File: config.mk
export PLATFORM = sky130hd
export DESIGN_NAME = cpu_run_ctrl
export DESIGN_NICKNAME = d
export VERILOG_FILES = /design/src/rtl/cpu_run_ctrl.sv
export SDC_FILE = /design/constraint.sdc
export NUM_CORES = 1
export LEC_CHECK = 0
export BUFFER_PORTS_ARGS = -buffer_cell sky130_fd_sc_hd__buf_2
export CAP_MARGIN = 20
export CELL_PAD_IN_SITES_DETAIL_PLACEMENT = 0
export CELL_PAD_IN_SITES_GLOBAL_PLACEMENT = 2
export CORE_MARGIN = 2
export CORE_UTILIZATION = 31
export DETAILED_ROUTE_END_ITERATION = 8
export PLACE_DENSITY_LB_ADDON = 0.05
export SLEW_MARGIN = 20
export SYNTH_ARGS = -nofsm -noshare
export SYNTH_HDL_FRONTEND = slang
export SYNTH_SLANG_ARGS = --single-unit
File: constraint.sdc
create_clock -name clk -period 6.05 [get_ports clk]
set_input_delay 0.605 -clock clk [delete_from_list [all_inputs] [get_ports clk]]
set_output_delay 0.605 -clock clk [all_outputs]
set_load 0.02 [all_outputs]
File: src/rtl/cpu_run_ctrl.sv
// Run/debug controller for the Turtle CPU core: produces the core clock enable
// and sequences free run, halt, N-instruction stepping and PC breakpoints.
module cpu_run_ctrl #(
  parameter int unsigned I_ADDR_W   = 12,
  parameter int unsigned NUM_BP     = 4,
  parameter int unsigned STEP_CNT_W = 16,
  parameter int unsigned RETIRE_W   = 32,
  localparam int unsigned BP_IDX_W  = (NUM_BP > 1) ? $clog2(NUM_BP) : 1
) (
  input  logic                         clk,
  input  logic                         reset_n,
  input  logic                         run_btn,
  input  logic                         step_btn,
  input  logic                         halt_btn,
  input  logic [STEP_CNT_W-1:0]        step_count,
  input  logic [I_ADDR_W-1:0]          pc,
  input  logic [NUM_BP*I_ADDR_W-1:0]   bp_addr,
  input  logic [NUM_BP-1:0]            bp_enable,
  output logic                         cpu_en,
  output logic [1:0]                   run_state,
  output logic                         bp_hit,
  output logic [BP_IDX_W-1:0]          bp_index,
  output logic [STEP_CNT_W-1:0]        steps_remaining,
  output logic [RETIRE_W-1:0]          retired_count
);

  localparam int unsigned NUM_BTN = 3;
  localparam int unsigned BTN_RUN  = 0;
  localparam int unsigned BTN_STEP = 1;
  localparam int unsigned BTN_HALT = 2;

  typedef enum logic [1:0] {
    ST_HALTED   = 2'd0,
    ST_RUNNING  = 2'd1,
    ST_STEPPING = 2'd2,
    ST_BREAK    = 2'd3
  } state_t;

  state_t                  r_state;
  state_t                  w_state_nxt;
  logic [NUM_BTN-1:0]      r_btn_s1;
  logic [NUM_BTN-1:0]      r_btn_s2;
  logic [NUM_BTN-1:0]      r_btn_s3;
  logic [NUM_BTN-1:0]      w_btn_pulse;
  logic                    w_run_pulse;
  logic                    w_step_pulse;
  logic                    w_halt_pulse;
  logic                    r_skip_bp;
  logic                    w_skip_bp_nxt;
  logic                    r_bp_hit;
  logic                    w_bp_hit_nxt;
  logic [BP_IDX_W-1:0]     r_bp_index;
  logic [BP_IDX_W-1:0]     w_bp_index_nxt;
  logic [STEP_CNT_W-1:0]   r_steps;
  logic [STEP_CNT_W-1:0]   w_steps_nxt;
  logic [STEP_CNT_W-1:0]   w_step_load;
  logic [RETIRE_W-1:0]     r_retired;
  logic                    w_match;
  logic [BP_IDX_W-1:0]     w_match_idx;
  logic                    w_active;
  logic                    w_bp_stop;
  logic                    w_cpu_en;

  // Two-flop synchroniser plus edge register for each button
  always_ff @(posedge clk or negedge reset_n) begin
    if (!reset_n) begin
      r_btn_s1 <= '0;
      r_btn_s2 <= '0;
      r_btn_s3 <= '0;
    end else begin
      r_btn_s1 <= {halt_btn, step_btn, run_btn};
      r_btn_s2 <= r_btn_s1;
      r_btn_s3 <= r_btn_s2;
    end
  end

  assign w_btn_pulse  = r_btn_s2 & ~r_btn_s3;
  assign w_run_pulse  = w_btn_pulse[BTN_RUN];
  assign w_step_pulse = w_btn_pulse[BTN_STEP];
  assign w_halt_pulse = w_btn_pulse[BTN_HALT];

  // Breakpoint compare; descending scan so the lowest matching index wins
  always_comb begin
    w_match     = 1'b0;
    w_match_idx = '0;
    for (int i = NUM_BP - 1; i >= 0; i--) begin
      if (bp_enable[i] && (pc == bp_addr[i*I_ADDR_W +: I_ADDR_W])) begin
        w_match     = 1'b1;
        w_match_idx = BP_IDX_W'(i);
      end
    end
  end

  // A step request of zero still executes one instruction
  assign w_step_load = (step_count == '0) ? STEP_CNT_W'(1) : step_count;

  // Core enable: executing state, no halt arriving, no unmasked breakpoint at pc
  assign w_active  = (r_state == ST_RUNNING) || (r_state == ST_STEPPING);
  assign w_bp_stop = w_match && !r_skip_bp;
  assign w_cpu_en  = w_active && !w_halt_pulse && !w_bp_stop;

  // State register and run/step bookkeeping
  always_ff @(posedge clk or negedge reset_n) begin
    if (!reset_n) begin
      r_state    <= ST_HALTED;
      r_skip_bp  <= 1'b0;
      r_bp_hit   <= 1'b0;
      r_bp_index <= '0;
      r_steps    <= '0;
    end else begin
      r_state    <= w_state_nxt;
      r_skip_bp  <= w_skip_bp_nxt;
      r_bp_hit   <= w_bp_hit_nxt;
      r_bp_index <= w_bp_index_nxt;
      r_steps    <= w_steps_nxt;
    end
  end

  // Next state: halt > breakpoint > step > run
  always_comb begin
    w_state_nxt    = r_state;
    w_skip_bp_nxt  = r_skip_bp;
    w_bp_hit_nxt   = r_bp_hit;
    w_bp_index_nxt = r_bp_index;
    w_steps_nxt    = r_steps;
    case (r_state)
      ST_HALTED, ST_BREAK: begin
        if (w_step_pulse) begin
          w_state_nxt   = ST_STEPPING;
          w_steps_nxt   = w_step_load;
          w_skip_bp_nxt = 1'b1;
          w_bp_hit_nxt  = 1'b0;
        end else if (w_run_pulse) begin
          w_state_nxt   = ST_RUNNING;
          w_skip_bp_nxt = 1'b1;
          w_bp_hit_nxt  = 1'b0;
        end
      end
      ST_RUNNING: begin
        if (w_halt_pulse) begin
          w_state_nxt = ST_HALTED;
        end else if (w_bp_stop) begin
          w_state_nxt    = ST_BREAK;
          w_bp_hit_nxt   = 1'b1;
          w_bp_index_nxt = w_match_idx;
        end else begin
          w_skip_bp_nxt = 1'b0;
        end
      end
      ST_STEPPING: begin
        if (w_halt_pulse) begin
          w_state_nxt = ST_HALTED;
        end else if (w_bp_stop) begin
          w_state_nxt    = ST_BREAK;
          w_bp_hit_nxt   = 1'b1;
          w_bp_index_nxt = w_match_idx;
        end else begin
          w_skip_bp_nxt = 1'b0;
          w_steps_nxt   = r_steps - STEP_CNT_W'(1);
          if (r_steps == STEP_CNT_W'(1)) begin
            w_state_nxt = ST_HALTED;
          end
        end
      end
      default: begin
        w_state_nxt = ST_HALTED;
      end
    endcase
  end

  // Retired-instruction counter, free-running wrap
  always_ff @(posedge clk or negedge reset_n) begin
    if (!reset_n) begin
      r_retired <= '0;
    end else if (w_cpu_en) begin
      r_retired <= r_retired + RETIRE_W'(1);
    end
  end

  assign cpu_en          = w_cpu_en;
  assign run_state       = r_state;
  assign bp_hit          = r_bp_hit;
  assign bp_index        = r_bp_index;
  assign steps_remaining = r_steps;
  assign retired_count   = r_retired;

endmodule

After elaboration in Yosys (flattened, before gate mapping)
Index checks and enable logic that the tools add are counted.
{ "word_totals": {"out_inout_bits": 54, "word_cells": 83, "register_bits": 63} }
{ "classes": {"reduce_logical": 21, "bitwise": 3, "addsub": 2, "eq_ne": 17, "mux": 31} }
{ "ops": {"columns": ["cell", "count"], "rows": [
  ["$mux 16", 4],
  ["$eq 12x12->1", 4],
  ["$add 32x1->32 const B", 1],
  ["$pmux 16 s2", 1],
  ["$mux 2", 11],
  ["$eq 16x1->1 const B", 1],
  ["$logic_not 16->1", 1],
  ["$sub 16x1->16 const B", 1],
  ["$mux 1", 12],
  ["$reduce_and 3->1", 4],
  ["$ne 2x2->1 const B", 5],
  ["$logic_and 1x1->1", 7],
  ["$ne 3x3->1 const B", 2],
  ["$pmux 2 s3", 1],
  ["$eq 2x2->1 const B", 2],
  ["$ne 4x3->1 const B", 1],
  ["$pmux 1 s2", 2],
  ["$reduce_and 4->1", 1],
  ["$reduce_or 2->1", 2],
  ["$and 3x3->3", 1],
  ["$logic_not 1->1", 3],
  ["$not 3->3", 1],
  ["$eq 2x1->1 const B", 1],
  ["$logic_not 2->1", 1],
  ["4 further kinds", 4]
]} }

Logic depth before layout (Yosys ltp)
Gate-level depths: netlist of the first run.
{ "logic_depth": {"ltp_word": 10, "depth_mapped": 9, "mapped_depth_nobuf": 8} }

Worst setup path before layout of the first run
No wires, ideal clock.
{ "synth_timing": {"kind": "in2out", "from": "input pc[2]", "to": "output cpu_en", "slack_ns": 3.402, "path_stages": 7, "t_arrival_ns": 2.043, "path_buffers": 2, "cell_sequence": "clkbuf_1 > xnor2_1 > nand4_1 > or4_1 > a41oi_2 > buf_6 > nor2_2"} }
{ "synth_between": {"elab_chain_cells": 9, "word_cells_on_any_way": 15, "classes_between": "4 x eq/ne; 4 x mux; 7 x reduce/logical"} }
{ "synth_lines": {"columns": ["element", "line", "text"], "rows": [
  ["start: declaration", "16", "input logic [I_ADDR_W-1:0] pc,"],
  ["$eq 12x12->1", "87", "if (bp_enable[i] && (pc == bp_addr[i*I_ADDR_W +: I_ADDR_W])) begin"],
  ["$logic_and 1x1->1", "87", null],
  ["$mux 1 (3 in a row)", "87", null],
  ["$mux 1 (*)", "87", null],
  ["$logic_and 1x1->1 (*)", "99", "assign w_bp_stop = w_match && !r_skip_bp;"],
  ["$logic_not 1->1 (*)", "100", "assign w_cpu_en = w_active && !w_halt_pulse && !w_bp_stop;"],
  ["$logic_and 1x1->1 (*)", "100", null],
  ["end: declaration", "19", "output logic cpu_en,"]
]} }
Every way passes the cells marked *; elsewhere a longest branch is shown, timed or not.

Worst setup path in the final report of the first run
{ "layout_timing": {"from": "input pc[4]", "to": "output cpu_en"} }
The elaborated chain is that of the path after synthesis.

==> out/qor.txt, run 1 <==
clock tree from TritonCTS = yes
post-synthesis cell type count = 56
Routed Antenna Nets = 0
final weighted congestion of routability-driven global placement = 0.7708
via total after detailed routing = 3598
startpoint class of the critical path = primary input
IO buf count = 138
R2R cell count = 6
number of antenna violations at the first check in global routing = 0
Final Cycle Share = 57.76%
combined area of all synthesized cells = 3884 um2
slew at the pin closest to its max-slew limit = 947.5 ps
cells taking the most area after synthesis = dfrtp_1 (41%), xnor2_1 (11%), xor2_1 (6.8%)
number of enable flip-flop cells after synthesis = 0
category of the worst setup path capture point = output pin
Cell Count, Final, Fillers Out = 713
GR Util All Layers = 17.35%
Syn-to-layout area delta = 27.29%
pwr dens = 397.7 nW/um2
total wire length = 11.41 mm
initial core utilization = 32.07%
slowest stage cell on the critical path = or4_1
via count of the first global-routing pass = 3640
total negative slack = 0 ps
ordered list of cells on the worst path = buf_2 > xnor2_1 > nand4_1 > or4_1 > a41oi_4 > buf_4 > nor2_2 > buf_2
count of final hold-check violations = 0
cell taking the most area after synthesis = dfrtp_1
first-pass iteration count of the detailed router = 4
max_slew headroom = 36.83%
r2r startpoint = run_state[0]$_DFFE_PN0P_
TritonCTS Buffers = 9
Chip Width = 115.9 um
final setup margin = 2556 ps
number of antenna cells inserted = 0
final critical-path required period = 3494 ps
highest attainable clock frequency = 0.2862 GHz
Worst setup startpoint = pc[4]
number of top-level pins = 139
die area = 13440 um2
average size of a mapped cell = 9.291 um2
Synth Net Count = 508
CTS sink count = 63
total of max-cap violations = 0
maximum vdd ir drop = 0.1487 mV
fraction of the yosys area taken by sequential cells = 40.59%
number of gates resized after CTS = 0
class of the most critical setup path = in -> out
worst stage delay on the critical path = 620 ps
number of pins exceeding their max-slew limit in the final report = 0
result of the run = finished clean
class of the tightest hold or removal check = reg -> reg
Post-Synthesis Cells = 418
worst setup path end = cpu_en
Worst Clk Skew = 7.379 ps
depth of the CTS H-tree = 3
minimum setup slack after placement = 2562 ps
number of buffers inserted by post-CTS setup repair = 0
number of warnings printed during yosys synthesis = 0
area of the core region = 12110 um2
critical path arrival = 2890 ps
clock slew at reported path FFs = 50 ps
register-to-register path setup slack = 3210 ps
Yosys top cell area share = 40.59%
proportion of layout cells with a drive suffix above 1 = 29.72%
proportion of synthesized flip-flops having asynchronous set or reset = 100.0%
hold_buf cts = 0
leftover overflow at the end of global routing = 0
most instantiated flip-flop cell in the synthesis netlist = dfrtp_1
final-layout fill cell count = 1281
wire length of the first global-routing pass = 18.18 mm
Clock Tree Buf Depth = 2
setup repair after global routing missed its margin = false
required time at the worst-slack endpoint = 5440 ps
root buffer selected by CTS = clkbuf_16
Chip Height = 115.9 um
detailed-route vias per instance = 5.046
clock latency of the later-clocked register in the worst-skew pair = 330 ps
DRC violations left = 0
Row Count = 40
average wire length per cell after detail routing = 16.01 um
CP most frequent cell = buf_2
flip-flop and latch count after synthesis = 63
number of nets in the finished design = 631
estimated wirelength of the detail-placed design = 8.497 mm
instance count after placement with tap cells included = 698
reg-to-reg critical path endpoint = steps_remaining[8]$_DFFE_PN0P_
most frequent cells in the layout = buf_2 (138), dfrtp_1 (63), xnor2_1 (49)
LEAKAGE = 2.029 nW
starting DRC count in detailed routing = 211
largest driver fanout on the critical path = 34
Final Setup Violations = 0
most common library cell in the layout ignoring fill and taps = buf_2
pin count of the biggest net entering global routing = 64
-- cell usage after synthesis, types with 3 or more instances --
master    instances
a21oi_1           9
xnor2_1          49
nor2b_1           3
nor2_1           27
nand3_1          27
dfrtp_1          63
or3_1             4
a31oi_1           7
buf_6             4
nand2b_1          5
a211oi_1          3
o21ai_0           5
ha_1              5
inv_1             9
o31ai_1           5
nand4_1          14
or4_1             4
nand2_1          31
nand3b_1          4
nor4b_1           6
and2_1            3
nor4_1           13
clkbuf_1         10
xor2_1           30
buf_2            13
nor3_1           26
-- metrics by stage --
stage                     hold slack, ps  power, mW  utilization (%)  instance area, um2
final                              346.1      1.966            40.82                4943
after global routing               347.8      2.115            40.82                4943
after CTS                          347.2      1.992            40.82                4943
after detailed placement           335.5      1.488            38.47                4659
after global placement             335.9      1.481            38.47                4659
after floorplan                    309.4      1.188                -                3884
-- worst min path at each step --
stage / from / slack, ps / end / depth (start not counted)
floorplan: reset_n / 310 / bp_hit$_DFFE_PN0P_ / 0
global placement: r_btn_s1[2]$_DFF_PN0_ / 340 / r_btn_s2[2]$_DFF_PN0_ / 0
detailed placement: r_btn_s1[0]$_DFF_PN0_ / 340 / r_btn_s2[0]$_DFF_PN0_ / 0
CTS: r_btn_s1[2]$_DFF_PN0_ / 350 / r_btn_s2[2]$_DFF_PN0_ / 0
global route: r_btn_s1[2]$_DFF_PN0_ / 350 / r_btn_s2[2]$_DFF_PN0_ / 0
finish: r_btn_s1[0]$_DFF_PN0_ / 350 / r_btn_s2[0]$_DFF_PN0_ / 0
-- critical path, delay by kind of cell --
family	cells	cell delay, ps
XOR/XNOR	1	130
AND/OR/NAND/NOR	3	850
AO/OA/AOI/OAI	1	520
buffers and inverters	3	760
-- power by group --
part / switching (mW) / internal (mW)
registers: 0.142 / 0.528
logic: 0.511 / 0.295
clock network: 0.183 / 0.307
total: 0.836 / 1.13
-- flip-flops by register name, indices dropped and copies added, names as in the netlist --
| name | count |
|---|---|
| run_state | 2 |
| bp_index | 2 |
| r_btn_s2 | 3 |
| r_skip_bp | 1 |
| steps_remaining | 16 |
| bp_hit | 1 |
| r_btn_s1 | 3 |
| r_btn_s3 | 3 |
| retired_count | 32 |
-- layer usage --
metal | vias up | GRT usage, % | routed length (um) | share of wire (%)
met5 | - | 0 | 0 | 0
met4 | 0 | 3.889 | 103 | 0.90
met3 | 11 | 5.596 | 705 | 6.2
met2 | 112 | 28.62 | 5458 | 48
met1 | 1738 | 22.30 | 5145 | 45
li1 | 1737 | - | - | -
-- layout make-up --
cell class                 instances  area, um2  area share (%)
clock inverter                     3      17.52          0.3543
multi-input combinational        316       2122           42.93
timing repair buffer             141      713.2           14.43
tap                              168      210.2           4.252
clock buffer                      12      266.5           5.391
sequential                        63       1577           31.89
inverter                          10      37.54          0.7593
-- cells by family (layout without fill, tap and decap cells) --
group	after synthesis	in the layout	synth area share, %
mux	2	2	0.5477
flops	63	63	40.59
fa+ha+maj	5	5	1.611
simple gates	176	176	24.00
xor+xnor	79	79	17.82
buf+inv	39	166	5.058
compound gates	54	54	10.37
(Power assumes the default switching activity.)
==> run 2: changes to the inputs <==
Settings changed: CORE_UTILIZATION 31 to 26.
Clock period 6.05 ns to 3.18 ns, I/O delays scaled along.
==> run 2 against run 1 <==
The run now ends with negative hold slack left. Highest routed layer is now met5. Global-route usage fell by 2.1 points. Critical endpoint unchanged. Combinational power rose by 94%. Power rose by 92%. Sequential share of layout area fell by 0.41 points. Critical path type unchanged. Clock power rose by 92%.
==> out/qor.txt, run 2 (synthesis results as in run 1) <==
count of final hold-check violations = 11
final design instance area without fill = 5007 um2
worst stage delay on the critical path = 620 ps
number of antenna violations at the first check in global routing = 1
GR Util All Layers = 15.28%
maximum vdd ir drop = 0.3337 mV
clock slew at reported path FFs = 60 ps
final critical-path required period = 2485 ps
die area = 15930 um2
final weighted congestion of routability-driven global placement = 0.7614
total of max-cap violations = 0
most frequent cells in the layout = buf_2 (138), dfrtp_1 (63), xnor2_1 (49)
CP most frequent cell = buf_2
total negative slack = 0 ps
IO buf count = 138
Routed Antenna Nets = 0
starting DRC count in detailed routing = 189
required time at the worst-slack endpoint = 2860 ps
via total after detailed routing = 3544
Cell Count, Final, Fillers Out = 732
leftover overflow at the end of global routing = 0
total power = 3.771 mW
Top delay family on crit path = simple AND/OR/NAND/NOR gates
estimated wirelength of the detail-placed design = 8.995 mm
number of pins exceeding their max-slew limit in the final report = 0
number of nets in the finished design = 633
combined buffer and inverter count along the critical path = 3
CTS sink count = 63
first-pass iteration count of the detailed router = 4
placed inst area = 4725 um2
number of gates resized after CTS = 0
via count of the first global-routing pass = 3612
number of antenna cells inserted = 0
Chip Width = 126.2 um
total wire length = 12.05 mm
minimum setup slack after placement = 592.4 ps
clock tree from TritonCTS = yes
Syn-to-layout area delta = 28.93%
largest driver fanout on the critical path = 47
proportion of layout cells with a drive suffix above 1 = 30.29%
final setup margin = 695.2 ps
max reg flops = 32
number of top-level pins = 139
startpoint class of the critical path = primary input
instance count after placement with tap cells included = 716
root buffer selected by CTS = clkbuf_16
detailed-route vias per instance = 4.842
result of the run = complete, but fails checks
Clock Tree Buf Depth = 2
most common library cell in the layout ignoring fill and taps = buf_2
number of buffers inserted by post-CTS setup repair = 0
violated checks = negative hold slack
class of the most critical setup path = in -> out
clock latency of the later-clocked register in the worst-skew pair = 330 ps
depth of the CTS H-tree = 3
max_slew headroom = 50.76%
Worst Clk Skew = 8.780 ps
slowest stage cell on the critical path = or4_1
category of the worst setup path capture point = output pin
Final Cycle Share = 78.14%
area of the core region = 14590 um2
LEAKAGE = 2.046 nW
pwr dens = 753.0 nW/um2
Row Count = 44
wire length of the first global-routing pass = 19.55 mm
Chip Height = 126.2 um
class of the tightest hold or removal check = in -> async
setup repair after global routing missed its margin = false
DRC violations left = 0
TritonCTS Buffers = 9
worst hold slack = -26.52 ps
pin count of the biggest net entering global routing = 64
ordered list of cells on the worst path = buf_2 > xnor2_1 > nand4_1 > or4_1 > a41oi_4 > buf_12 > nor2_2 > buf_2
Final Setup Violations = 0
average wire length per cell after detail routing = 16.46 um
critical path arrival = 2170 ps
slew at the pin closest to its max-slew limit = 738.6 ps
highest attainable clock frequency = 0.4024 GHz
initial core utilization = 26.62%
hold_buf cts = 0
final-layout fill cell count = 1551
## run 2: changes by cell type in the layout (fill, tap and decap cells not counted), sizes merged
cell    delta
clkbuf     -2
clkinv     +1
inv        +2
buf        +2
## run 2: final timing paths
kind | start | to | slack (ps) | cells past startpoint
worst max register to register | run_state[0]$_DFFE_PN0P_ | retired_count[30]$_DFFE_PN0P_ | 740 | 7
worst min-delay path | reset_n | retired_count[17]$_DFFE_PN0P_ | -30 | 2
max in group asynchronous | reset_n | steps_remaining[13]$_DFFE_PN0P_ | 2870 | 2
min in group clk | step_btn | r_btn_s1[1]$_DFF_PN0_ | 90 | 1
worst min register to register | r_btn_s1[0]$_DFF_PN0_ | r_btn_s2[0]$_DFF_PN0_ | 350 | 0
worst max-delay path | pc[5] | cpu_en | 700 | 8
## run 2: power by group
part	internal (mW)	total, mW	switching [mW]
sequential	1.00	1.27	0.262
clock	0.553	0.942	0.390
combinational	0.580	1.56	0.982
## run 2: final cells by class
type                       instances  area [um2]  area share [%]
multi-input combinational        316        2127           42.48
sequential                        63        1577           31.48
timing repair buffer             143       753.2           15.04
clock buffer                      10       239.0           4.773
tap                              184       230.2           4.598
clock inverter                     6       43.79          0.8746
inverter                          10       37.54          0.7496
## run 2: metal layers
| layer | vias to the layer above | share of wire, % | global-route usage (%) |
|---|---|---|---|
| li1 | 1750 | - | - |
| met1 | 1675 | 46 | 20.35 |
| met2 | 108 | 46 | 24.70 |
| met3 | 9 | 6.2 | 3.951 |
| met4 | 2 | 0.86 | 4.072 |
| met5 | - | 0.11 | 0 |
## run 2: stage by stage
stage	utilization, %	hold WS [ps]
after CTS	34.32	11.83
after global routing	34.32	19.25
after global placement	32.38	334.1
final	34.32	-26.52
after floorplan	-	22.41
after detailed placement	32.38	334.7
## run 2: worst reg2reg max path, cell delays in order (launching register included)
cell and delay, ps:
dfrtp_1 410, inv_1 80, ha_1 390, nand2b_1 430, nor2_1 310, nand4b_1 280
nor3_1 310, xor2_1 170
